File: src/rtl/psr_wim_unit_pkg.sv
// Shared definitions for the PSR/WIM unit: exception codes, PSR field
// positions and the run/error state encoding.
package psr_wim_unit_pkg;

    localparam logic [2:0] EXC_NONE          = 3'd0;
    localparam logic [2:0] EXC_OVERFLOW      = 3'd1;
    localparam logic [2:0] EXC_UNDERFLOW     = 3'd2;
    localparam logic [2:0] EXC_ILLEGAL_INSTR = 3'd3;
    localparam logic [2:0] EXC_PRIVILEGED    = 3'd4;
    localparam logic [2:0] EXC_ILLEGAL_PSR   = 3'd5;

    localparam int PSR_IMPL_LSB = 28;
    localparam int PSR_VER_LSB  = 24;
    localparam int PSR_ICC_LSB  = 20;
    localparam int PSR_PIL_LSB  = 8;
    localparam int PSR_S_BIT    = 7;
    localparam int PSR_PS_BIT   = 6;
    localparam int PSR_ET_BIT   = 5;

    typedef enum logic [0:0] {
        ST_RUN   = 1'b0,
        ST_ERROR = 1'b1
    } psr_state_e;

endpackage

File: src/rtl/psr_cwp_mod.sv
// Neighbouring window pointers: (cwp-1) and (cwp+1) modulo NWINDOWS,
// correct for non-power-of-two window counts.
module psr_cwp_mod #(
    parameter int NWINDOWS = 8,
    parameter int CWPW     = 3
) (
    input  logic [CWPW-1:0] cwp,
    output logic [CWPW-1:0] cwp_dec,
    output logic [CWPW-1:0] cwp_inc
);

    localparam logic [CWPW-1:0] LAST = CWPW'(NWINDOWS - 1);

    assign cwp_dec = (cwp == '0)   ? LAST : cwp - CWPW'(1);
    assign cwp_inc = (cwp == LAST) ? '0   : cwp + CWPW'(1);

endmodule

File: src/rtl/psr_wim_unit.sv
// Processor state and window invalid mask registers: window save/restore,
// trap entry/return, WRPSR/WRWIM with registered exception reporting.
module psr_wim_unit
    import psr_wim_unit_pkg::*;
#(
    parameter int         NWINDOWS = 8,
    parameter logic [3:0] IMPL     = 4'h0,
    parameter logic [3:0] VER      = 4'h0,
    localparam int        CWPW     = (NWINDOWS > 1) ? $clog2(NWINDOWS) : 1
) (
    input  logic            clk,
    input  logic            rst,
    input  logic [31:0]     psr_in,
    input  logic            psr_wr,
    input  logic [31:0]     wim_in,
    input  logic            wim_wr,
    input  logic [3:0]      icc_in,
    input  logic            icc_wr,
    input  logic            save_req,
    input  logic            restore_req,
    input  logic            trap_req,
    input  logic            rett_req,
    output logic [31:0]     psr_out,
    output logic [31:0]     wim_out,
    output logic [CWPW-1:0] cwp_out,
    output logic [3:0]      icc_out,
    output logic            s_out,
    output logic            ps_out,
    output logic            et_out,
    output logic            exc_valid,
    output logic [2:0]      exc_code,
    output logic            error_mode
);

    localparam logic [63:0] WIM_MASK64 = (64'd1 << NWINDOWS) - 64'd1;
    localparam logic [31:0] WIM_MASK   = WIM_MASK64[31:0];

    psr_state_e      state_q, state_d;
    logic [3:0]      icc_q, icc_d, pil_q, pil_d;
    logic            s_q, s_d, ps_q, ps_d, et_q, et_d;
    logic [CWPW-1:0] cwp_q, cwp_d, cwp_dec, cwp_inc;
    logic [31:0]     wim_q, wim_d;
    logic            exc_valid_q, exc_valid_d;
    logic [2:0]      exc_code_q, exc_code_d;
    logic            icc_en, psr_bad;

    // Reserved, EC and EF bits of WRPSR data are never stored.
    logic unused_psr_bits;
    assign unused_psr_bits = ^{psr_in[31:24], psr_in[19:12]};

    psr_cwp_mod #(.NWINDOWS(NWINDOWS), .CWPW(CWPW)) u_cwp (
        .cwp     (cwp_q),
        .cwp_dec (cwp_dec),
        .cwp_inc (cwp_inc)
    );

    assign psr_bad = ({27'd0, psr_in[4:0]} >= 32'(NWINDOWS));

    always_comb begin
        state_d    = state_q;
        icc_d      = icc_q;
        pil_d      = pil_q;
        s_d        = s_q;
        ps_d       = ps_q;
        et_d       = et_q;
        cwp_d      = cwp_q;
        wim_d      = wim_q;
        exc_code_d = EXC_NONE;
        icc_en     = 1'b0;
        if (state_q == ST_RUN) begin
            icc_en = icc_wr;
            if (trap_req) begin
                icc_en = 1'b0;
                if (et_q) begin
                    ps_d  = s_q;
                    s_d   = 1'b1;
                    et_d  = 1'b0;
                    cwp_d = cwp_dec;
                end else begin
                    state_d = ST_ERROR;
                end
            end else if (rett_req) begin
                // A faulting RETT leaves every PSR field, icc included, alone.
                if (et_q) begin
                    exc_code_d = EXC_ILLEGAL_INSTR;
                    icc_en     = 1'b0;
                end else if (!s_q) begin
                    exc_code_d = EXC_PRIVILEGED;
                    icc_en     = 1'b0;
                end else if (wim_q[5'(cwp_inc)]) begin
                    exc_code_d = EXC_UNDERFLOW;
                    icc_en     = 1'b0;
                end else begin
                    et_d  = 1'b1;
                    s_d   = ps_q;
                    cwp_d = cwp_inc;
                end
            end else if (save_req) begin
                if (wim_q[5'(cwp_dec)]) exc_code_d = EXC_OVERFLOW;
                else                    cwp_d      = cwp_dec;
            end else if (restore_req) begin
                if (wim_q[5'(cwp_inc)]) exc_code_d = EXC_UNDERFLOW;
                else                    cwp_d      = cwp_inc;
            end else if (psr_wr) begin
                icc_en = 1'b0;
                if (psr_bad) begin
                    exc_code_d = EXC_ILLEGAL_PSR;
                end else begin
                    icc_d = psr_in[PSR_ICC_LSB +: 4];
                    pil_d = psr_in[PSR_PIL_LSB +: 4];
                    s_d   = psr_in[PSR_S_BIT];
                    ps_d  = psr_in[PSR_PS_BIT];
                    et_d  = psr_in[PSR_ET_BIT];
                    cwp_d = psr_in[CWPW-1:0];
                end
            end else if (wim_wr) begin
                wim_d = wim_in & WIM_MASK;
            end
            if (icc_en) icc_d = icc_in;
        end
        exc_valid_d = (exc_code_d != EXC_NONE);
    end

    always_ff @(posedge clk) begin
        if (!rst) begin
            state_q     <= ST_RUN;
            icc_q       <= '0;
            pil_q       <= '0;
            s_q         <= 1'b1;
            ps_q        <= 1'b1;
            et_q        <= 1'b1;
            cwp_q       <= '0;
            wim_q       <= '0;
            exc_valid_q <= 1'b0;
            exc_code_q  <= EXC_NONE;
        end else begin
            state_q     <= state_d;
            icc_q       <= icc_d;
            pil_q       <= pil_d;
            s_q         <= s_d;
            ps_q        <= ps_d;
            et_q        <= et_d;
            cwp_q       <= cwp_d;
            wim_q       <= wim_d;
            exc_valid_q <= exc_valid_d;
            exc_code_q  <= exc_code_d;
        end
    end

    always_comb begin
        psr_out                      = '0;
        psr_out[PSR_IMPL_LSB +: 4]   = IMPL;
        psr_out[PSR_VER_LSB +: 4]    = VER;
        psr_out[PSR_ICC_LSB +: 4]    = icc_q;
        psr_out[PSR_PIL_LSB +: 4]    = pil_q;
        psr_out[PSR_S_BIT]           = s_q;
        psr_out[PSR_PS_BIT]          = ps_q;
        psr_out[PSR_ET_BIT]          = et_q;
        psr_out[4:0]                 = 5'(cwp_q);
    end

    assign wim_out    = wim_q;
    assign cwp_out    = cwp_q;
    assign icc_out    = icc_q;
    assign s_out      = s_q;
    assign ps_out     = ps_q;
    assign et_out     = et_q;
    assign exc_valid  = exc_valid_q;
    assign exc_code   = exc_code_q;
    assign error_mode = (state_q == ST_ERROR);

endmodule

File: config.mk
export PLATFORM = sky130hd
export DESIGN_NAME = psr_wim_unit
export DESIGN_NICKNAME = d
export VERILOG_FILES = /design/src/rtl/psr_wim_unit_pkg.sv /design/src/rtl/psr_cwp_mod.sv /design/src/rtl/psr_wim_unit.sv
export SDC_FILE = /design/constraint.sdc
export NUM_CORES = 1
export LEC_CHECK = 0
export BUFFER_PORTS_ARGS = -buffer_cell sky130_fd_sc_hd__buf_2
export CORE_MARGIN = 2
export CORE_UTILIZATION = 41
export DETAILED_ROUTE_END_ITERATION = 10
export PLACE_DENSITY_LB_ADDON = 0.2
export SYNTH_ARGS = -nofsm -noshare
export SYNTH_HDL_FRONTEND = slang
export SYNTH_SLANG_ARGS = --single-unit
File: constraint.sdc
create_clock -name clk -period 3.2 [get_ports clk]
set_clock_uncertainty 0.05 [all_clocks]
set_input_delay 0.32 -clock clk [delete_from_list [all_inputs] [get_ports clk]]
set_output_delay 0.32 -clock clk [all_outputs]
set_load 0.03 [all_outputs]
# After elaboration in Yosys (flattened, before gate mapping)
# Cells that the tools add are included.
# totals
regBits	27
out_inout_bits	79
# op_classes
add_sub_neg	2
magnitude_cmp	3
eq_ne	18
n_mux	73
bitwise_logic	7
reduce_logical	13
# op_table
cell	n
3-bit two-way mux	22
7-bit AND reduction	6
1-bit two-way mux	41
4-bit two-way mux	7
2-bit by 1-bit inequality test with 1-bit output (second input constant)	8
3-bit by 6-bit less-than comparator with 1-bit output (second input constant)	2
1-bit NOT	7
1-bit binary-select mux with 3-bit select	2
3-bit by 1-bit inequality test with 1-bit output (second input constant)	2
3-bit inequality test (second input constant)	2
3-bit nonzero test	2
5-bit by 4-bit greater-or-equal comparator with 1-bit output (second input constant)	1
5-bit inequality test (second input constant)	1
5-bit AND reduction	1
5-bit nonzero test	1
2-bit inequality test (second input constant)	2
4-bit inequality test (second input constant)	1
2-bit nonzero test	2
3-bit by 1-bit adder with 3-bit output (second input constant)	1
3-bit == test (second input constant)	1
3-bit logical NOT	1
3-bit by 2-bit inequality test with 1-bit output (second input constant)	1
3-bit by 1-bit subtractor with 3-bit output (second input constant)	1
2-bit two-way mux	1

# Logic depth before layout (Yosys ltp)
# Gate-level depths: netlist of run 1.
# depth
word_depth	12
ltp_mapped	11
mapped_depth_nobuf	8

# Cells and area by module
# From an unflattened synthesis of run 1, not the netlist that was laid out.
# unflattened
cells_unflattened	239
hier_area_um2	2013.2
# modules_own_cells
module	n_inst	cells_each	area_per_inst_um2	seq_area_each_um2
psr_wim_unit	1	226	1921.8	540.5
psr_cwp_mod	1	13	91.3	0.0

# Worst setup path after synthesis of run 1
# No wires, ideal clock.
# synth_timing
path_type	register to register
startpoint	register cwp_q[0] (netlist: cwp_out[0])
endpoint	register cwp_q[0] (netlist: cwp_out[0])
arrival_time_ns	2.692
required_time_ns	3.028
setup_slack_ns	0.336
stages_incl_launch_ff	11
synth_period_minus_slack_ns	2.864
path_cell_list	dfxtp_1 > clkbuf_1 > inv_1 > ha_1 > buf_6 > buf_6 > a221o_1 > a41o_1 > o211ai_1 > nand2_1 > o311a_1
# synth_via
elab_chain_len	9
word_cells_on_any_way	21
classes_between	add/sub: 2; eq/ne: 2; mux: 15; reduce/logical: 2
# synth_lines
element	line_no	rtl
start, declared	psr_wim_unit.sv:41	logic [CWPW-1:0] cwp_q, cwp_d, cwp_dec, cwp_inc;
start signal, assigned	psr_wim_unit.sv:143	cwp_q <= cwp_d;
3-bit by 1-bit adder with 3-bit output or 3-bit == test (tied branches)	psr_cwp_mod.sv:15	assign cwp_inc = (cwp == LAST) ? '0 : cwp + CWPW'(1);
3-bit two-way mux	psr_cwp_mod.sv:15	
1-bit binary-select mux with 3-bit select	psr_wim_unit.sv:90, psr_wim_unit.sv:102	
1-bit two-way mux (implied by the code)	psr_wim_unit.sv:90, psr_wim_unit.sv:102	
3-bit two-way mux	psr_wim_unit.sv:90, psr_wim_unit.sv:102	
3-bit two-way mux, on equally long branches	psr_wim_unit.sv:101, psr_wim_unit.sv:87	
3-bit two-way mux, on equally long branches	psr_wim_unit.sv:98, psr_wim_unit.sv:84	
3-bit two-way mux	psr_wim_unit.sv:82	end else if (rett_req) begin
3-bit two-way mux	psr_wim_unit.sv:72	if (trap_req) begin
# Several ways; a longest one is shown, not always the timed one. The select of a mux whose other input is x is not followed.
# A chain may end at the register's enable or synchronous reset.

# Worst setup path in the final report of run 1
# layout_timing
startpoint	register cwp_q[1] (netlist: cwp_out[1])
endpoint	register icc_q[3] (netlist: icc_out[3])
# layout_via
elab_chain_len	12
word_cells_on_any_way	19
classes_between	add/sub: 1; eq/ne: 6; mux: 10; reduce/logical: 2
# layout_lines
element	line_no	rtl
3-bit by 1-bit adder with 3-bit output or 3-bit == test (tied branches)	psr_cwp_mod.sv:15	
3-bit two-way mux (*)	psr_cwp_mod.sv:15	
1-bit binary-select mux with 3-bit select (*)	psr_wim_unit.sv:90	end else if (wim_q[5'(cwp_inc)]) begin
1-bit two-way mux (implied by the code) (*)	psr_wim_unit.sv:90	
1-bit two-way mux (*)	psr_wim_unit.sv:90	
1-bit two-way mux (*)	psr_wim_unit.sv:87	end else if (!s_q) begin
1-bit two-way mux (*)	psr_wim_unit.sv:84	if (et_q) begin
1-bit two-way mux (*)	psr_wim_unit.sv:82	
1-bit two-way mux (*)	psr_wim_unit.sv:72	
1-bit two-way mux (*)	psr_wim_unit.sv:70	if (state_q == ST_RUN) begin
2-bit by 1-bit inequality test with 1-bit output (no line) or 2-bit nonzero test (tied branches)	--	
7-bit AND reduction (no line)	--	
end signal, assigned	psr_wim_unit.sv:138	icc_q <= icc_d;
end, declared	psr_wim_unit.sv:39	logic [3:0] icc_q, icc_d, pil_q, pil_d;
# Mark *: on every way between the ends. The rest lies on a longest branch, timed or not. The select of a mux whose other input is x is not followed.

==> results of run 1 <==
==> metrics by stage <==
stage / hold slack, ns / instances / instance area [sq um] / worst slack [ns]
5_1_grt: 0.256 / 390 / 2350 / 0.0826
4_1_cts: 0.240 / 390 / 2350 / 0.298
2_1_floorplan: 0.398 / 306 / 2310 / 0.336
6_report: 0.242 / 390 / 2350 / 0.328
3_3_place_gp: 0.447 / 386 / 2310 / 0.336
3_5_place_dp: 0.459 / 386 / 2310 / 0.314
==> worst max-delay path by stage <==
stage                from         end  slack, ns
2_1_floorplan  cwp_out[0]  cwp_out[0]       0.34
3_3_place_gp   cwp_out[1]  icc_out[3]       0.34
3_5_place_dp   cwp_out[1]  icc_out[3]       0.31
4_1_cts        cwp_out[1]  icc_out[3]       0.30
5_1_grt        cwp_out[1]  icc_out[0]       0.08
6_report       cwp_out[1]  icc_out[3]       0.33
==> cell type report <==
cell class	count	share of cell area
Clock buffer	3	0.0175
Clock inverter	1	0.00213
Inverter	8	0.0128
Multi-Input combinational cell	207	0.543
Sequential cell	27	0.230
Tap cell	70	0.0372
Timing Repair Buffer	74	0.158
==> synth_stat cells (4+ instances only) <==
master / n / area [sq um]
buf_4: 52 / 390
dfxtp_1: 27 / 541
o21ai_0: 22 / 110
mux2i_1: 20 / 200
nor2_1: 17 / 63.8
nor2b_1: 15 / 93.8
a21oi_1: 11 / 55.1
nand3_1: 11 / 55.1
nand2_1: 9 / 33.8
inv_1: 8 / 30.0
clkbuf_1: 7 / 26.3
nor3_1: 7 / 35.0
a211oi_1: 4 / 30.0
a22oi_1: 4 / 30.0
ha_1: 4 / 50.1
==> per-layer routing <==
layer | vias to the layer above | part of all wire | global-route usage
met4 | 0 | 0.0095 | 0.0455
met2 | 75 | 0.43 | 0.261
met3 | 4 | 0.073 | 0.0367
met1 | 861 | 0.49 | 0.221
met5 | - | 0 | 0
li1 | 957 | - | -
==> where the power goes <==
| group | switching (uW) | total (uW) | leakage [uW] | internal (uW) |
|---|---|---|---|---|
| logic | 279 | 410 | 0.000933 | 131 |
| registers | 20.2 | 374 | 0.000220 | 353 |
| clock network | 114 | 201 | 0.0000255 | 87.4 |
| total | 413 | 985 | 0.00118 | 572 |
==> cells by family (layout without fill, tap and decap cells) <==
group / Yosys count / count (layout)
simple gates: 73 / 73
buf+inv: 72 / 86
compound gates: 65 / 65
flops: 27 / 27
mux: 23 / 23
fa+ha+maj: 4 / 4
other cells: 1 / 42
==> state kept, by name, summed over array words and instances (netlist names) <==
register / count
error_mode: 1
icc_out: 4
et_out: 1
exc_code: 3
cwp_out: 3
exc_valid: 1
s_out: 1
wim_out: 8
pil_q: 4
ps_out: 1
==> worst register-to-register path: stages (launching register included) <==
cell	delay, ns
dfxtp_1	0.46
inv_1	0.12
ha_1	0.63
mux2_2	0.27
a2bb2oi_1	0.40
and2_4	0.27
o21ai_0	0.19
a221oi_1	0.31
nor2_1	0.07
==> impl_metrics.ini, run 1 <==
[timing]
rsz0062_at_grt = no
finalCriticalPeriod_ns = 2.87
finalSetupTns_ns = 0
slew_headroom = 0.620
finalSetupViolations = 0
worstMarginPinSlew_ns = 0.566
drv_slew = 0
fin_crit_sh = 0.897
fmax_mhz = 348
hold_viol = 0

[critical_path]
crit_arrival_ns = 2.99
crit_path_top_delay_cell = ha_1
critical_path_class = flop to flop
critPathLaunchType = flop
regToRegStartpoint = cwp_out[1]
slowest_delay_ns = 0.63
r2r_cells = 8
worstReg2RegEnd = icc_out[3]
critical_path.top_delay_family = compound AO/OA/AOI/OAI gates
crit_required_ns = 3.32
path_depth = 8
path_cells = inv_1, ha_1, mux2_2, a2bb2oi_1, and2_4, o21ai_0, a221oi_1, nor2_1
path_buf_inv = 1
rrSetupSlack_ns = 0.33
critPathMaxFanout = 14
endpoint_kind = flop

[cells_and_area]
drive_gt1_frac = 0.275
final_core_util = 0.464
antenna_cells = 0
fill_cells = 559
layout_commonest_cell = buf_2
layout.nets = 402
register_area_sq_um = 541
layout.cells.most_common_list = buf_2 (73), conb_1 (42), dfxtp_1 (27), o21ai_0 (22), mux2i_1 (20)
areaGrowthSynthToFinish_pct = 9.29
multi_input_area_sq_mm = 0.00128

[synth]
netlist_area_sq_mm = 0.00215
synth_fa_ha_area_frac = 0.0232
synth_compound_area_frac = 0.203
avgSynthCellArea_sq_um = 8.13
synth-seq-cells = 27
ys_warn_count = 0
postSynthCellCount = 265
yosys.area_share.simple = 0.180
synth-edff-count = 0
async_flop_share = 0
synth-xor-area-share = 0
synth_top_family_by_area = buffers and inverters
ys_types = 50
synth-main-ff-cell = dfxtp_1
synthMuxAreaShare = 0.114
yosysSeqAreaShare = 0.251

[detailed_routing]
antenna_left = 0
dr.pass1.iters = 4
wl_microns = 4840
drt_iter0_drc = 108
avgRoutedWirePerCell_microns = 12.4
via_count = 1897
viasPerCell = 4.86
drc = 0

[cts]
clkLatencyLatePin_ns = 0.27
cts.path.max_buffers = 2
clk_pin_slew_worst_paths_ns = 0.10
cts_resized = 0
cts_tree = yes
hold_buffers = 0
cts-root-buf = clkbuf_8
htree_levels = 1
cts_buffers = 3
postCtsSetupRepairBufs = 0
numClockSinks = 27

[floorplanning]
num_rows = 26
ios = 156
die_area_sq_mm = 0.00585
die_h_microns = 76.5
die_w_microns = 76.5
core_area_sq_mm = 0.00507
start_util = 0.425

[worst_hold_path]
worstHoldEndpoint = wim_out[2]
hold_start = wim_in[2]
hold_depth = 3
hold_path.class = input port to flop

[place]
place_hpwl_microns = 3780
place.gp.congestion = 0.818
numPortBuffers = 73

[pwr]
irDropWorstVdd_mv = 0.180
power.total_uw = 985
p_leak_uw = 0.00118
powerDensity_mw_per_mm2 = 418

[grt]
grt_first_pass_wirelength_microns = 7950
grt_pass1_vias = 1704
antenna_found_initial = 0
track_usage = 0.163
grt_start_max_net_pins = 25
grt_overflow_total = 0

[run_status]
status = completed

[run]
maxCapViolations = 0
(Power assumes the default switching activity.)
==> inputs of run 2 (changes only) <==
--- a/config.mk
+++ b/config.mk
@@ -6,8 +6,9 @@
 export NUM_CORES = 1
 export LEC_CHECK = 0
 export BUFFER_PORTS_ARGS = -buffer_cell sky130_fd_sc_hd__buf_2
-export CORE_MARGIN = 2
+export CORE_MARGIN = 3
 export CORE_UTILIZATION = 41
+export CTS_CLUSTER_SIZE = 10
 export DETAILED_ROUTE_END_ITERATION = 10
 export PLACE_DENSITY_LB_ADDON = 0.2
 export SYNTH_ARGS = -nofsm -noshare
==> run 2 against run 1 <==
Via count is 0.90% lower. Worst setup slack worse by 0.0091 ns. Global-route usage is 0.37 points lower. Sequential cell count stayed put. Utilization is 1.5 points higher. Non-clock buffer count stayed put. Combinational power hardly changed. Die area is 5.3% higher. Sequential power hardly changed. Total power is 0.57% lower. Sequential share of layout area hardly changed.
==> impl_metrics.ini, run 2 (synthesized netlist as in run 1, its figures left out) <==
[run_status]
status = completed

[detailed_routing]
viasPerCell = 4.86
drt_iter0_drc = 71
avgRoutedWirePerCell_microns = 12.8
wl_microns = 4950
via_count = 1880
antenna_left = 0
dr.pass1.iters = 4
drc = 0

[cts]
cts.path.max_buffers = 2
cts_resized = 0
cts-root-buf = clkbuf_8
cts_tree = yes
numClockSinks = 27
clkLatencyLatePin_ns = 0.27
cts_buffers = 3
hold_buffers = 0
htree_levels = 1
postCtsSetupRepairBufs = 0
clk_pin_slew_worst_paths_ns = 0.09

[floorplanning]
core_area_sq_mm = 0.00491
start_util = 0.439
die_h_microns = 78.5
num_rows = 25
ios = 156
die_w_microns = 78.5
die_area_sq_mm = 0.00616

[timing]
fmax_mhz = 347
finalCriticalPeriod_ns = 2.88
hold_viol = 0
rsz0062_at_grt = no
slew_headroom = 0.620
finalSetupViolations = 0
setup_ws_ns = 0.319
worstMarginPinSlew_ns = 0.567
fin_crit_sh = 0.900
finalSetupTns_ns = 0
drv_slew = 0

[critical_path]
path_cells = inv_1, ha_1, mux2_2, a2bb2oi_1, and2_4, o21ai_0, a221oi_1, nor2_1
critPathMaxFanout = 14
critical_path_class = flop to flop
setup.worst_path.start = cwp_out[1]
critPathLaunchType = flop
endpoint_kind = flop
crit_path_top_delay_cell = ha_1
crit_arrival_ns = 3.00
slowest_delay_ns = 0.64
regToRegStartpoint = cwp_out[1]
crit_required_ns = 3.32

[place]
pre_cts_slack_ns = 0.373
place.gp.congestion = 0.821
place_hpwl_microns = 3870
numPortBuffers = 73

[cells_and_area]
layout.nets = 402
areaGrowthSynthToFinish_pct = 9.12
layout.cells.most_common_list = buf_2 (73), conb_1 (42), dfxtp_1 (27), o21ai_0 (22), mux2i_1 (20)
fill_cells = 517
largest_register_ffs = 8
layout_commonest_cell = buf_2
antenna_cells = 0
drive_gt1_frac = 0.275

[worst_hold_path]
hold_path.class = input port to flop
hold_start = wim_in[4]

[grt]
antenna_found_initial = 0
grt_first_pass_wirelength_microns = 8160
grt_pass1_vias = 1720
track_usage = 0.160
grt_overflow_total = 0
grt_start_max_net_pins = 25

[pwr]
power.total_uw = 979
irDropWorstVdd_mv = 0.201
p_leak_uw = 0.00118
powerDensity_mw_per_mm2 = 417

[run]
maxCapViolations = 0
[run 2: cell counts in the layout (fill, tap and decap cells not counted)]
No cell type changed its count.
[run 2: power by group]
| group | internal, uW | switching [uW] |
|---|---|---|
| clock | 87.3 | 107 |
| combinational | 131 | 280 |
| sequential | 353 | 20.7 |
[run 2: critical path: cells and delay by family (launching register included)]
| kind | cells | cell delay, ns |
|---|---|---|
| simple gates | 2 | 0.33 |
| mux | 1 | 0.26 |
| flops | 1 | 0.45 |
| fa+ha+maj | 1 | 0.64 |
| buf+inv | 1 | 0.11 |
| compound gates | 3 | 0.92 |
[run 2: path summary, 6_finish.rpt]
kind / end / slack, ns / depth (start not counted)
max: icc_out[3] / 0.32 / 8
min: wim_out[4] / 0.25 / 3
max reg2reg: icc_out[3] / 0.32 / 8
min reg2reg: pil_q[2] / 0.48 / 2
[run 2: metrics by stage]
| step | area [sq um] | cells | utilization | hold WS [ns] |
|---|---|---|---|---|
| 3_3_place_gp | 2300 | 383 | 0.469 | 0.445 |
| 3_5_place_dp | 2300 | 383 | 0.469 | 0.458 |
| 4_1_cts | 2350 | 387 | 0.479 | 0.242 |
| 5_1_grt | 2350 | 387 | 0.479 | 0.255 |
| 6_report | 2350 | 387 | 0.479 | 0.246 |
| 2_1_floorplan | 2310 | 306 | - | 0.398 |
[run 2: layout make-up]
class                   instances  area [sq um]  area share
clock buffers                   3          41.3      0.0176
clock inverters                 1          5.00     0.00213
inverters                       8          30.0      0.0128
multi-input cells             207          1280       0.543
flip-flops and latches         27           541       0.230
well taps                      67          83.8      0.0357
repair buffers                 74           373       0.159
[run 2: routing by layer]
metal,track usage,up-vias,part of all wire
met5,0,-,0
met4,0.0262,0,0.0044
met3,0.0436,2,0.094
met2,0.241,82,0.42
met1,0.229,838,0.48
li1,-,958,-
